## config.mk

```make
export PLATFORM = sky130hd
export DESIGN_NAME = dram_ddr_rptr_pipe_flat
export DESIGN_NICKNAME = d
export VERILOG_FILES = /design/src/rtl/dram_rptr_pkg.sv /design/src/rtl/dram_ddr_rptr_pipe_if.sv /design/src/rtl/dram_rptr_stage.sv /design/src/rtl/dram_ddr_rptr_pipe.sv /design/src/flat_wrapper.sv
export SDC_FILE = /design/constraint.sdc
export NUM_CORES = 2
export LEC_CHECK = 0
export CAP_MARGIN = 20
export CORE_AREA = 10 10 467 469
export CTS_BUF_LIST = sky130_fd_sc_hd__clkbuf_4 sky130_fd_sc_hd__clkbuf_8 sky130_fd_sc_hd__clkbuf_16
export CTS_CLUSTER_DIAMETER = 120
export DETAILED_ROUTE_END_ITERATION = 7
export DIE_AREA = 0 0 477 479
export GPL_ROUTABILITY_DRIVEN = 0
export SYNTH_ARGS = -nofsm -noshare
export SYNTH_HDL_FRONTEND = slang
export SYNTH_SLANG_ARGS = --single-unit
```

## constraint.sdc

```tcl
create_clock -name clk -period 3.5 [get_ports clk]
set_clock_uncertainty 0.05 [all_clocks]
set_input_delay 0.875 -clock clk [delete_from_list [all_inputs] [get_ports clk]]
set_output_delay 0.875 -clock clk [all_outputs]
set_load 0.05 [all_outputs]
```

## src/rtl/dram_rptr_pkg.sv

```systemverilog
// Shared constants, idle command encoding and stage-count check for the DRAM pointer pipe.
package dram_rptr_pkg;

  localparam int unsigned DEF_NSTG   = 2;
  localparam int unsigned DEF_ADDR_W = 15;
  localparam int unsigned DEF_BANK_W = 3;
  localparam int unsigned DEF_CS_W   = 4;
  localparam int unsigned DEF_WR_W   = 288;
  localparam int unsigned DEF_RD_W   = 256;
  localparam int unsigned DEF_ECC_W  = 32;
  localparam int unsigned DEF_PCI_W  = 5;

  localparam int unsigned NSTG_MIN = 1;
  localparam int unsigned NSTG_MAX = 4;

  // Idle command: no chip selected, all strobes deasserted (active-low high).
  localparam logic [DEF_CS_W-1:0] CS_IDLE  = '1;
  localparam logic                RAS_IDLE = 1'b1;
  localparam logic                CAS_IDLE = 1'b1;
  localparam logic                WE_IDLE  = 1'b1;

  // Single-bit command strobes that travel together with cs_l.
  typedef struct packed {
    logic ras_l;
    logic cas_l;
    logic we_l;
    logic drive_data;
    logic drive_enable;
  } cmd_ctl_t;

  localparam cmd_ctl_t CMD_CTL_IDLE = '{
    ras_l:        RAS_IDLE,
    cas_l:        CAS_IDLE,
    we_l:         WE_IDLE,
    drive_data:   1'b0,
    drive_enable: 1'b0
  };

  // True when the requested stage count is supported.
  function automatic logic nstg_legal(input int unsigned n);
    return (n >= NSTG_MIN) && (n <= NSTG_MAX);
  endfunction

endpackage

```

## src/rtl/dram_ddr_rptr_pipe_if.sv

```systemverilog
// Command, write-data and read-return bundle of the DRAM pointer pipe.
interface dram_ddr_rptr_pipe_if
  import dram_rptr_pkg::*;
#(
  parameter int unsigned NSTG   = DEF_NSTG,
  parameter int unsigned ADDR_W = DEF_ADDR_W,
  parameter int unsigned BANK_W = DEF_BANK_W,
  parameter int unsigned CS_W   = DEF_CS_W,
  parameter int unsigned WR_W   = DEF_WR_W,
  parameter int unsigned RD_W   = DEF_RD_W,
  parameter int unsigned ECC_W  = DEF_ECC_W,
  parameter int unsigned PCI_W  = DEF_PCI_W
);
  localparam int unsigned CNT_W = $clog2(NSTG + 1);

  logic              dram_io_cas_l,       dram_io_cas_l_buf;
  logic              dram_io_ras_l,       dram_io_ras_l_buf;
  logic              dram_io_write_en_l,  dram_io_write_en_l_buf;
  logic              dram_io_cke,         dram_io_cke_buf;
  logic              dram_io_clk_enable,  dram_io_clk_enable_buf;
  logic              dram_io_pad_enable,  dram_io_pad_enable_buf;
  logic              dram_io_pad_clk_inv, dram_io_pad_clk_inv_buf;
  logic              dram_io_drive_data,  dram_io_drive_data_buf;
  logic              dram_io_drive_enable, dram_io_drive_enable_buf;
  logic              dram_io_channel_disabled, dram_io_channel_disabled_buf;
  logic [ADDR_W-1:0] dram_io_addr,        dram_io_addr_buf;
  logic [BANK_W-1:0] dram_io_bank,        dram_io_bank_buf;
  logic [CS_W-1:0]   dram_io_cs_l,        dram_io_cs_l_buf;
  logic [PCI_W-1:0]  dram_io_ptr_clk_inv, dram_io_ptr_clk_inv_buf;
  logic [WR_W-1:0]   dram_io_data_out,    dram_io_data_out_buf;
  logic              io_dram_data_valid,  io_dram_data_valid_buf;
  logic [RD_W-1:0]   io_dram_data_in,     io_dram_data_in_buf;
  logic [ECC_W-1:0]  io_dram_ecc_in,      io_dram_ecc_in_buf;
  logic [CNT_W-1:0]  cmd_inflight;
  logic [CNT_W-1:0]  rd_inflight;

  modport master (
    output dram_io_cas_l, dram_io_ras_l, dram_io_write_en_l, dram_io_cke,
           dram_io_clk_enable, dram_io_pad_enable, dram_io_pad_clk_inv,
           dram_io_drive_data, dram_io_drive_enable, dram_io_channel_disabled,
           dram_io_addr, dram_io_bank, dram_io_cs_l, dram_io_ptr_clk_inv,
           dram_io_data_out, io_dram_data_valid, io_dram_data_in, io_dram_ecc_in,
    input  dram_io_cas_l_buf, dram_io_ras_l_buf, dram_io_write_en_l_buf, dram_io_cke_buf,
           dram_io_clk_enable_buf, dram_io_pad_enable_buf, dram_io_pad_clk_inv_buf,
           dram_io_drive_data_buf, dram_io_drive_enable_buf, dram_io_channel_disabled_buf,
           dram_io_addr_buf, dram_io_bank_buf, dram_io_cs_l_buf, dram_io_ptr_clk_inv_buf,
           dram_io_data_out_buf, io_dram_data_valid_buf, io_dram_data_in_buf,
           io_dram_ecc_in_buf, cmd_inflight, rd_inflight
  );

  modport slave (
    input  dram_io_cas_l, dram_io_ras_l, dram_io_write_en_l, dram_io_cke,
           dram_io_clk_enable, dram_io_pad_enable, dram_io_pad_clk_inv,
           dram_io_drive_data, dram_io_drive_enable, dram_io_channel_disabled,
           dram_io_addr, dram_io_bank, dram_io_cs_l, dram_io_ptr_clk_inv,
           dram_io_data_out, io_dram_data_valid, io_dram_data_in, io_dram_ecc_in,
    output dram_io_cas_l_buf, dram_io_ras_l_buf, dram_io_write_en_l_buf, dram_io_cke_buf,
           dram_io_clk_enable_buf, dram_io_pad_enable_buf, dram_io_pad_clk_inv_buf,
           dram_io_drive_data_buf, dram_io_drive_enable_buf, dram_io_channel_disabled_buf,
           dram_io_addr_buf, dram_io_bank_buf, dram_io_cs_l_buf, dram_io_ptr_clk_inv_buf,
           dram_io_data_out_buf, io_dram_data_valid_buf, io_dram_data_in_buf,
           io_dram_ecc_in_buf, cmd_inflight, rd_inflight
  );

endinterface

```

## src/rtl/dram_rptr_stage.sv

```systemverilog
// One pipeline register for a field group, with load enable and configurable reset value.
module dram_rptr_stage #(
  parameter int unsigned     W       = 1,
  parameter logic [W-1:0]    RST_VAL = '0
) (
  input  logic         clk,
  input  logic         rst_l,
  input  logic         i_en,
  input  logic [W-1:0] i_d,
  output logic [W-1:0] o_q
);

  logic [W-1:0] r_q;

  // Reset wins over load; a deasserted enable holds the register.
  always_ff @(posedge clk) begin
    if (!rst_l)    r_q <= RST_VAL;
    else if (i_en) r_q <= i_d;
  end

  assign o_q = r_q;

endmodule

```

## src/rtl/dram_ddr_rptr_pipe.sv

```systemverilog
// NSTG-deep retiming pipe for DRAM command/write-data and read-return paths.
module dram_ddr_rptr_pipe
  import dram_rptr_pkg::*;
#(
  parameter int unsigned NSTG   = DEF_NSTG,
  parameter int unsigned ADDR_W = DEF_ADDR_W,
  parameter int unsigned BANK_W = DEF_BANK_W,
  parameter int unsigned CS_W   = DEF_CS_W,
  parameter int unsigned WR_W   = DEF_WR_W,
  parameter int unsigned RD_W   = DEF_RD_W,
  parameter int unsigned ECC_W  = DEF_ECC_W,
  parameter int unsigned PCI_W  = DEF_PCI_W
) (
  input  logic                 clk,
  input  logic                 rst_l,
  dram_ddr_rptr_pipe_if.slave  bus
);

  localparam int unsigned CNT_W  = $clog2(NSTG + 1);
  localparam int unsigned CTL_W  = $bits(cmd_ctl_t);
  localparam int unsigned CMD_W  = CS_W + CTL_W;
  localparam int unsigned AB_W   = ADDR_W + BANK_W;
  localparam int unsigned MISC_W = 5 + PCI_W;
  localparam int unsigned RDE_W  = RD_W + ECC_W;
  localparam int unsigned DD_BIT = 1;  // drive_data position inside cmd_ctl_t

  localparam logic [CMD_W-1:0]  CMD_RST  = {{CS_W{CS_IDLE[0]}}, CMD_CTL_IDLE};
  localparam logic [MISC_W-1:0] MISC_RST = {4'b0000, 1'b1, {PCI_W{1'b0}}};

  if (!nstg_legal(NSTG)) begin : g_bad_nstg
    $fatal(1, "dram_ddr_rptr_pipe: NSTG must be within 1..4");
  end

  cmd_ctl_t           w_ctl_in;
  logic [CS_W-1:0]    w_cs_in;
  logic [CMD_W-1:0]   w_cmd_d  [NSTG];
  logic [CMD_W-1:0]   w_cmd_q  [NSTG];
  logic [AB_W-1:0]    w_ab_d   [NSTG];
  logic [AB_W-1:0]    w_ab_q   [NSTG];
  logic               w_ab_en  [NSTG];
  logic [MISC_W-1:0]  w_misc_d [NSTG];
  logic [MISC_W-1:0]  w_misc_q [NSTG];
  logic [WR_W-1:0]    w_wd_d   [NSTG];
  logic [WR_W-1:0]    w_wd_q   [NSTG];
  logic               w_vld_d  [NSTG];
  logic               w_vld_q  [NSTG];
  logic [RDE_W-1:0]   w_rde_d  [NSTG];
  logic [RDE_W-1:0]   w_rde_q  [NSTG];
  logic [CNT_W-1:0]   w_cmd_cnt;
  logic [CNT_W-1:0]   w_rd_cnt;
  logic [CNT_W-1:0]   r_cmd_cnt;
  logic [CNT_W-1:0]   r_rd_cnt;

  // A disabled channel turns the entry entering stage 0 into an idle command.
  always_comb begin
    w_ctl_in = CMD_CTL_IDLE;
    w_cs_in  = {CS_W{CS_IDLE[0]}};
    if (!bus.dram_io_channel_disabled) begin
      w_ctl_in.ras_l        = bus.dram_io_ras_l;
      w_ctl_in.cas_l        = bus.dram_io_cas_l;
      w_ctl_in.we_l         = bus.dram_io_write_en_l;
      w_ctl_in.drive_data   = bus.dram_io_drive_data;
      w_ctl_in.drive_enable = bus.dram_io_drive_enable;
      w_cs_in               = bus.dram_io_cs_l;
    end
  end

  for (genvar k = 0; k < NSTG; k++) begin : g_stg
    if (k == 0) begin : g_head
      assign w_cmd_d[k]  = {w_cs_in, w_ctl_in};
      assign w_ab_d[k]   = {bus.dram_io_addr, bus.dram_io_bank};
      assign w_ab_en[k]  = ~bus.dram_io_channel_disabled;
      assign w_misc_d[k] = {bus.dram_io_cke, bus.dram_io_clk_enable, bus.dram_io_pad_enable,
                            bus.dram_io_pad_clk_inv, bus.dram_io_channel_disabled,
                            bus.dram_io_ptr_clk_inv};
      assign w_wd_d[k]   = bus.dram_io_data_out;
      assign w_vld_d[k]  = bus.io_dram_data_valid;
      assign w_rde_d[k]  = {bus.io_dram_data_in, bus.io_dram_ecc_in};
    end else begin : g_tail
      assign w_cmd_d[k]  = w_cmd_q[k-1];
      assign w_ab_d[k]   = w_ab_q[k-1];
      assign w_ab_en[k]  = 1'b1;
      assign w_misc_d[k] = w_misc_q[k-1];
      assign w_wd_d[k]   = w_wd_q[k-1];
      assign w_vld_d[k]  = w_vld_q[k-1];
      assign w_rde_d[k]  = w_rde_q[k-1];
    end

    dram_rptr_stage #(.W(CMD_W), .RST_VAL(CMD_RST)) u_cmd (
      .clk(clk), .rst_l(rst_l), .i_en(1'b1), .i_d(w_cmd_d[k]), .o_q(w_cmd_q[k]));
    dram_rptr_stage #(.W(AB_W), .RST_VAL('0)) u_ab (
      .clk(clk), .rst_l(rst_l), .i_en(w_ab_en[k]), .i_d(w_ab_d[k]), .o_q(w_ab_q[k]));
    dram_rptr_stage #(.W(MISC_W), .RST_VAL(MISC_RST)) u_misc (
      .clk(clk), .rst_l(rst_l), .i_en(1'b1), .i_d(w_misc_d[k]), .o_q(w_misc_q[k]));
    dram_rptr_stage #(.W(WR_W), .RST_VAL('0)) u_wd (
      .clk(clk), .rst_l(rst_l), .i_en(w_cmd_d[k][DD_BIT]), .i_d(w_wd_d[k]), .o_q(w_wd_q[k]));
    dram_rptr_stage #(.W(1), .RST_VAL(1'b0)) u_vld (
      .clk(clk), .rst_l(rst_l), .i_en(1'b1), .i_d(w_vld_d[k]), .o_q(w_vld_q[k]));
    dram_rptr_stage #(.W(RDE_W), .RST_VAL('0)) u_rde (
      .clk(clk), .rst_l(rst_l), .i_en(w_vld_d[k]), .i_d(w_rde_d[k]), .o_q(w_rde_q[k]));
  end

  // Population of the values being loaded, so the registered count matches stage contents.
  always_comb begin
    w_cmd_cnt = '0;
    w_rd_cnt  = '0;
    for (int k = 0; k < NSTG; k++) begin
      w_cmd_cnt = w_cmd_cnt + CNT_W'(~&w_cmd_d[k][CMD_W-1:CTL_W]);
      w_rd_cnt  = w_rd_cnt + CNT_W'(w_vld_d[k]);
    end
  end

  // In-flight counters.
  always_ff @(posedge clk) begin
    if (!rst_l) begin
      r_cmd_cnt <= '0;
      r_rd_cnt  <= '0;
    end else begin
      r_cmd_cnt <= w_cmd_cnt;
      r_rd_cnt  <= w_rd_cnt;
    end
  end

  assign {bus.dram_io_cs_l_buf, bus.dram_io_ras_l_buf, bus.dram_io_cas_l_buf,
          bus.dram_io_write_en_l_buf, bus.dram_io_drive_data_buf,
          bus.dram_io_drive_enable_buf} = w_cmd_q[NSTG-1];
  assign {bus.dram_io_addr_buf, bus.dram_io_bank_buf} = w_ab_q[NSTG-1];
  assign {bus.dram_io_cke_buf, bus.dram_io_clk_enable_buf, bus.dram_io_pad_enable_buf,
          bus.dram_io_pad_clk_inv_buf, bus.dram_io_channel_disabled_buf,
          bus.dram_io_ptr_clk_inv_buf} = w_misc_q[NSTG-1];
  assign bus.dram_io_data_out_buf   = w_wd_q[NSTG-1];
  assign bus.io_dram_data_valid_buf = w_vld_q[NSTG-1];
  assign {bus.io_dram_data_in_buf, bus.io_dram_ecc_in_buf} = w_rde_q[NSTG-1];
  assign bus.cmd_inflight = r_cmd_cnt;
  assign bus.rd_inflight  = r_rd_cnt;

endmodule

```

## src/flat_wrapper.sv

```systemverilog
// flat-port wrapper written by rule: the top's interface ports become plain ports
module dram_ddr_rptr_pipe_flat import dram_rptr_pkg::*;
#(
  parameter int unsigned NSTG   = DEF_NSTG,
  parameter int unsigned ADDR_W = DEF_ADDR_W,
  parameter int unsigned BANK_W = DEF_BANK_W,
  parameter int unsigned CS_W   = DEF_CS_W,
  parameter int unsigned WR_W   = DEF_WR_W,
  parameter int unsigned RD_W   = DEF_RD_W,
  parameter int unsigned ECC_W  = DEF_ECC_W,
  parameter int unsigned PCI_W  = DEF_PCI_W
)
  (clk, rst_l, bus_dram_io_cas_l, bus_dram_io_ras_l, bus_dram_io_write_en_l, bus_dram_io_cke, bus_dram_io_clk_enable, bus_dram_io_pad_enable, bus_dram_io_pad_clk_inv, bus_dram_io_drive_data, bus_dram_io_drive_enable, bus_dram_io_channel_disabled, bus_dram_io_addr, bus_dram_io_bank, bus_dram_io_cs_l, bus_dram_io_ptr_clk_inv, bus_dram_io_data_out, bus_io_dram_data_valid, bus_io_dram_data_in, bus_io_dram_ecc_in, bus_dram_io_cas_l_buf, bus_dram_io_ras_l_buf, bus_dram_io_write_en_l_buf, bus_dram_io_cke_buf, bus_dram_io_clk_enable_buf, bus_dram_io_pad_enable_buf, bus_dram_io_pad_clk_inv_buf, bus_dram_io_drive_data_buf, bus_dram_io_drive_enable_buf, bus_dram_io_channel_disabled_buf, bus_dram_io_addr_buf, bus_dram_io_bank_buf, bus_dram_io_cs_l_buf, bus_dram_io_ptr_clk_inv_buf, bus_dram_io_data_out_buf, bus_io_dram_data_valid_buf, bus_io_dram_data_in_buf, bus_io_dram_ecc_in_buf, bus_cmd_inflight, bus_rd_inflight);
  dram_ddr_rptr_pipe_if #(.NSTG(NSTG), .ADDR_W(ADDR_W), .BANK_W(BANK_W), .CS_W(CS_W), .WR_W(WR_W), .RD_W(RD_W), .ECC_W(ECC_W), .PCI_W(PCI_W)) bus_i ();
  input  logic clk;
  input  logic rst_l;
  input wire logic [$bits(bus_i.dram_io_cas_l)-1:0] bus_dram_io_cas_l;
  input wire logic [$bits(bus_i.dram_io_ras_l)-1:0] bus_dram_io_ras_l;
  input wire logic [$bits(bus_i.dram_io_write_en_l)-1:0] bus_dram_io_write_en_l;
  input wire logic [$bits(bus_i.dram_io_cke)-1:0] bus_dram_io_cke;
  input wire logic [$bits(bus_i.dram_io_clk_enable)-1:0] bus_dram_io_clk_enable;
  input wire logic [$bits(bus_i.dram_io_pad_enable)-1:0] bus_dram_io_pad_enable;
  input wire logic [$bits(bus_i.dram_io_pad_clk_inv)-1:0] bus_dram_io_pad_clk_inv;
  input wire logic [$bits(bus_i.dram_io_drive_data)-1:0] bus_dram_io_drive_data;
  input wire logic [$bits(bus_i.dram_io_drive_enable)-1:0] bus_dram_io_drive_enable;
  input wire logic [$bits(bus_i.dram_io_channel_disabled)-1:0] bus_dram_io_channel_disabled;
  input wire logic [$bits(bus_i.dram_io_addr)-1:0] bus_dram_io_addr;
  input wire logic [$bits(bus_i.dram_io_bank)-1:0] bus_dram_io_bank;
  input wire logic [$bits(bus_i.dram_io_cs_l)-1:0] bus_dram_io_cs_l;
  input wire logic [$bits(bus_i.dram_io_ptr_clk_inv)-1:0] bus_dram_io_ptr_clk_inv;
  input wire logic [$bits(bus_i.dram_io_data_out)-1:0] bus_dram_io_data_out;
  input wire logic [$bits(bus_i.io_dram_data_valid)-1:0] bus_io_dram_data_valid;
  input wire logic [$bits(bus_i.io_dram_data_in)-1:0] bus_io_dram_data_in;
  input wire logic [$bits(bus_i.io_dram_ecc_in)-1:0] bus_io_dram_ecc_in;
  output wire logic [$bits(bus_i.dram_io_cas_l_buf)-1:0] bus_dram_io_cas_l_buf;
  output wire logic [$bits(bus_i.dram_io_ras_l_buf)-1:0] bus_dram_io_ras_l_buf;
  output wire logic [$bits(bus_i.dram_io_write_en_l_buf)-1:0] bus_dram_io_write_en_l_buf;
  output wire logic [$bits(bus_i.dram_io_cke_buf)-1:0] bus_dram_io_cke_buf;
  output wire logic [$bits(bus_i.dram_io_clk_enable_buf)-1:0] bus_dram_io_clk_enable_buf;
  output wire logic [$bits(bus_i.dram_io_pad_enable_buf)-1:0] bus_dram_io_pad_enable_buf;
  output wire logic [$bits(bus_i.dram_io_pad_clk_inv_buf)-1:0] bus_dram_io_pad_clk_inv_buf;
  output wire logic [$bits(bus_i.dram_io_drive_data_buf)-1:0] bus_dram_io_drive_data_buf;
  output wire logic [$bits(bus_i.dram_io_drive_enable_buf)-1:0] bus_dram_io_drive_enable_buf;
  output wire logic [$bits(bus_i.dram_io_channel_disabled_buf)-1:0] bus_dram_io_channel_disabled_buf;
  output wire logic [$bits(bus_i.dram_io_addr_buf)-1:0] bus_dram_io_addr_buf;
  output wire logic [$bits(bus_i.dram_io_bank_buf)-1:0] bus_dram_io_bank_buf;
  output wire logic [$bits(bus_i.dram_io_cs_l_buf)-1:0] bus_dram_io_cs_l_buf;
  output wire logic [$bits(bus_i.dram_io_ptr_clk_inv_buf)-1:0] bus_dram_io_ptr_clk_inv_buf;
  output wire logic [$bits(bus_i.dram_io_data_out_buf)-1:0] bus_dram_io_data_out_buf;
  output wire logic [$bits(bus_i.io_dram_data_valid_buf)-1:0] bus_io_dram_data_valid_buf;
  output wire logic [$bits(bus_i.io_dram_data_in_buf)-1:0] bus_io_dram_data_in_buf;
  output wire logic [$bits(bus_i.io_dram_ecc_in_buf)-1:0] bus_io_dram_ecc_in_buf;
  output wire logic [$bits(bus_i.cmd_inflight)-1:0] bus_cmd_inflight;
  output wire logic [$bits(bus_i.rd_inflight)-1:0] bus_rd_inflight;
  assign bus_i.dram_io_cas_l = bus_dram_io_cas_l;
  assign bus_i.dram_io_ras_l = bus_dram_io_ras_l;
  assign bus_i.dram_io_write_en_l = bus_dram_io_write_en_l;
  assign bus_i.dram_io_cke = bus_dram_io_cke;
  assign bus_i.dram_io_clk_enable = bus_dram_io_clk_enable;
  assign bus_i.dram_io_pad_enable = bus_dram_io_pad_enable;
  assign bus_i.dram_io_pad_clk_inv = bus_dram_io_pad_clk_inv;
  assign bus_i.dram_io_drive_data = bus_dram_io_drive_data;
  assign bus_i.dram_io_drive_enable = bus_dram_io_drive_enable;
  assign bus_i.dram_io_channel_disabled = bus_dram_io_channel_disabled;
  assign bus_i.dram_io_addr = bus_dram_io_addr;
  assign bus_i.dram_io_bank = bus_dram_io_bank;
  assign bus_i.dram_io_cs_l = bus_dram_io_cs_l;
  assign bus_i.dram_io_ptr_clk_inv = bus_dram_io_ptr_clk_inv;
  assign bus_i.dram_io_data_out = bus_dram_io_data_out;
  assign bus_i.io_dram_data_valid = bus_io_dram_data_valid;
  assign bus_i.io_dram_data_in = bus_io_dram_data_in;
  assign bus_i.io_dram_ecc_in = bus_io_dram_ecc_in;
  assign bus_dram_io_cas_l_buf = bus_i.dram_io_cas_l_buf;
  assign bus_dram_io_ras_l_buf = bus_i.dram_io_ras_l_buf;
  assign bus_dram_io_write_en_l_buf = bus_i.dram_io_write_en_l_buf;
  assign bus_dram_io_cke_buf = bus_i.dram_io_cke_buf;
  assign bus_dram_io_clk_enable_buf = bus_i.dram_io_clk_enable_buf;
  assign bus_dram_io_pad_enable_buf = bus_i.dram_io_pad_enable_buf;
  assign bus_dram_io_pad_clk_inv_buf = bus_i.dram_io_pad_clk_inv_buf;
  assign bus_dram_io_drive_data_buf = bus_i.dram_io_drive_data_buf;
  assign bus_dram_io_drive_enable_buf = bus_i.dram_io_drive_enable_buf;
  assign bus_dram_io_channel_disabled_buf = bus_i.dram_io_channel_disabled_buf;
  assign bus_dram_io_addr_buf = bus_i.dram_io_addr_buf;
  assign bus_dram_io_bank_buf = bus_i.dram_io_bank_buf;
  assign bus_dram_io_cs_l_buf = bus_i.dram_io_cs_l_buf;
  assign bus_dram_io_ptr_clk_inv_buf = bus_i.dram_io_ptr_clk_inv_buf;
  assign bus_dram_io_data_out_buf = bus_i.dram_io_data_out_buf;
  assign bus_io_dram_data_valid_buf = bus_i.io_dram_data_valid_buf;
  assign bus_io_dram_data_in_buf = bus_i.io_dram_data_in_buf;
  assign bus_io_dram_ecc_in_buf = bus_i.io_dram_ecc_in_buf;
  assign bus_cmd_inflight = bus_i.cmd_inflight;
  assign bus_rd_inflight = bus_i.rd_inflight;
  dram_ddr_rptr_pipe #(.NSTG(NSTG), .ADDR_W(ADDR_W), .BANK_W(BANK_W), .CS_W(CS_W), .WR_W(WR_W), .RD_W(RD_W), .ECC_W(ECC_W), .PCI_W(PCI_W)) u_core (.clk(clk), .rst_l(rst_l), .bus(bus_i));
endmodule
```

==> out/results.ini <==
[timing]
finalCriticalPeriod_ps=3120
period_share_pct=89.3
finalSetupTns_ps=0
maxSlewViolCount=0
setup_viol=0
rsz0062_at_grt=false
slew_headroom_pct=41.8
hold_viol_final=0
tightest_slew_ps=871
fmax_mhz=320

[synth]
syn_inst=4226
synth_area_leader_cell=dfxtp_1
synth_nets=4844
synth-seq-area-share_pct=53.0
synth.area.top_cells=dfxtp_1 53%, mux2i_1 25%, nor2b_1 12%
yosys_warnings=0
ys_types=15
netlist.area_leader.share_pct=53.0
netlist_area_sq_um=46600
ys_seq_elements=1232
syn_area_per_cell_sq_um=11.0

[worst_setup_path]
cpMaxStageDelayCell=clkdlybuf4s50_1
crit_chain=clkdlybuf4s50_1
critPathLaunchType=register
endpoint_kind=output pin
cp_num_buf_inv=1
max_stage_delay_ps=1050
cp.required_ps=2570
crit_family=buffers and inverters
arrival_ps=2200
cp_max_fo=2
crit_type=reg -> out

[global_route]
grt_pass1_vias=34200
antenna_found_initial=95
grt_overflow=0
grt_usage_pct=15.7
grt_max_degree=128
grt_pass1_wl_um=261000

[detailed_routing]
post_drt_wl_per_cell_um=22.4
wl_um=187000
viasPerCell=3.97
drc=0
drtAntennaViolNets=0
dr.pass1.iters=5
initialDrtViolationCount=1664
vias=33100

[power_and_ir_drop]
ir_drop_v=0.000465
finalPower_w=0.0342
power.density_nw_per_um2=515
p_leak_nw=24.5

[floorplanning]
initial_core_util_pct=22.3
row_count=168
die_h_um=479
die_w_um=477
die-area_sq_um=228000
io-pin-count=1234
core-area_sq_um=209000

[cts]
ctsLongestPathBuffers=3
cts_max_level=4
cts_setup_buffers=0
cts_tree=yes
clk_latency_ps=810
cts_resized=0
clk_pin_slew_ps=60
cts_made_buffers=145
cts_root_buffer=clkbuf_16
postCtsHoldBufs=0
clkSinkCount=1232

[job]
max_cap_viol_count=0

[layout]
fill_cells=21100
synthToLayoutAreaGrowth_pct=42.9
nNetsFinal=6010
drive_above_1_share_pct=6.72

[worst_hold_path]
holdCritPathClass=reg -> reg

[status]
status=completed

[placement]
place_hpwl_um=146000
port_buffers=1233

-- routing by layer --
metal  GRT usage (%)  wire, um  part of all wire, %  up-vias
met5               0       397                 0.21        -
met4            6.68      5830                  3.1       64
met3            8.77     21600                   12      311
met2            24.5     85100                   46     1056
met1            17.4     74100                   40    15400
li1                -         -                    -    16200
-- placed cells by master (no fill, tap or decap), drive strengths merged, types with 9 or more instances in the layout --
cell type | Yosys | layout
clkdlybuf4s50 | 0 | 1212
mux2i | 1170 | 1170
buf | 228 | 105
nand2b | 15 | 15
dfxtp | 1232 | 1232
inv | 1 | 9
clkinv | 0 | 35
diode | 0 | 34
nand2 | 576 | 576
nor2b | 883 | 883
clkbuf | 70 | 203
and2 | 46 | 46
bufinv | 0 | 11
-- logic make-up after synthesis --
group | Yosys count | share of synthesized area, %
buffers and inverters | 299 | 4.47
AO/OA/AOI/OAI | 1 | 0.0188
adder cells (fa/ha/maj) | 2 | 0.0537
AND/OR/NAND/NOR | 1522 | 17.4
flip-flops | 1232 | 53.0
multiplexers | 1170 | 25.1
-- cells in the mapped netlist --
master       n
buf_4       37
buf_6       93
buf_2       98
ha_1         2
and2_1      46
dfxtp_1   1232
inv_2        1
a41oi_1      1
nor2b_1    883
clkbuf_1    70
nand2b_1    15
nand4_1      1
mux2i_1   1170
and2b_1      1
nand2_1    576
-- final cells by class --
class / instances / area (sq um) / share of cell area (%)
multi-input cells: 2695 / 19800 / 29.8
repair buffers: 1317 / 13300 / 20.0
well taps: 2805 / 3510 / 5.28
flip-flops and latches: 1232 / 24700 / 37.1
clock buffers: 203 / 4260 / 6.41
inverters: 1 / 3.75 / 0.00564
diodes: 34 / 85.1 / 0.128
clock inverters: 58 / 855 / 1.28
-- state kept, by name, summed over array words and instances (netlist names) --
signal,flops
u_core.g_stg.u_cmd.o_q,18
u_core.g_stg.u_rde.o_q,576
u_core.g_stg.u_ab.o_q,36
u_core.bus.rd_inflight,2
u_core.g_stg.u_misc.o_q,20
u_core.bus.cmd_inflight,2
u_core.g_stg.u_vld.o_q,2
u_core.g_stg.u_wd.o_q,576
-- power breakdown --
| group | internal [W] | switching (W) |
|---|---|---|
| clock network | 0.00944 | 0.00650 |
| registers | 0.0146 | 0.000350 |
| logic | 0.00167 | 0.00171 |
| total | 0.0257 | 0.00857 |
-- stage by stage --
| stage | hold WS (ps) | cell area (sq um) | cells | utilization (%) | worst slack, ps |
|---|---|---|---|---|---|
| finish | 346 | 66500 | 8345 | 31.9 | 376 |
| global route | 363 | 66500 | 8340 | 31.9 | 278 |
| CTS | 351 | 66400 | 8311 | 31.8 | 228 |
| detailed placement | 344 | 61300 | 8050 | 29.4 | 631 |
| global placement | 342 | 61300 | 8050 | 29.4 | 639 |
| floorplan | 336 | 46600 | 4226 | - | 1720 |
-- path summary, 6_finish.rpt --
path | to | slack (ps) | start | cells past startpoint
setup / recovery | bus_dram_io_data_out_buf[179] | 380 | u_core.g_stg[1].u_wd.o_q[179] | 1
hold / removal | u_core.g_stg[1].u_misc.o_q[5] | 350 | u_core.g_stg[0].u_misc.o_q[5] | 1
setup reg to reg | u_core.g_stg[1].u_rde.o_q[254] | 1660 | u_core.g_stg[0].u_vld.o_q | 3
hold reg to reg | u_core.g_stg[1].u_misc.o_q[5] | 350 | u_core.g_stg[0].u_misc.o_q[5] | 1
Note: power is estimated with default switching activity, not from simulation.
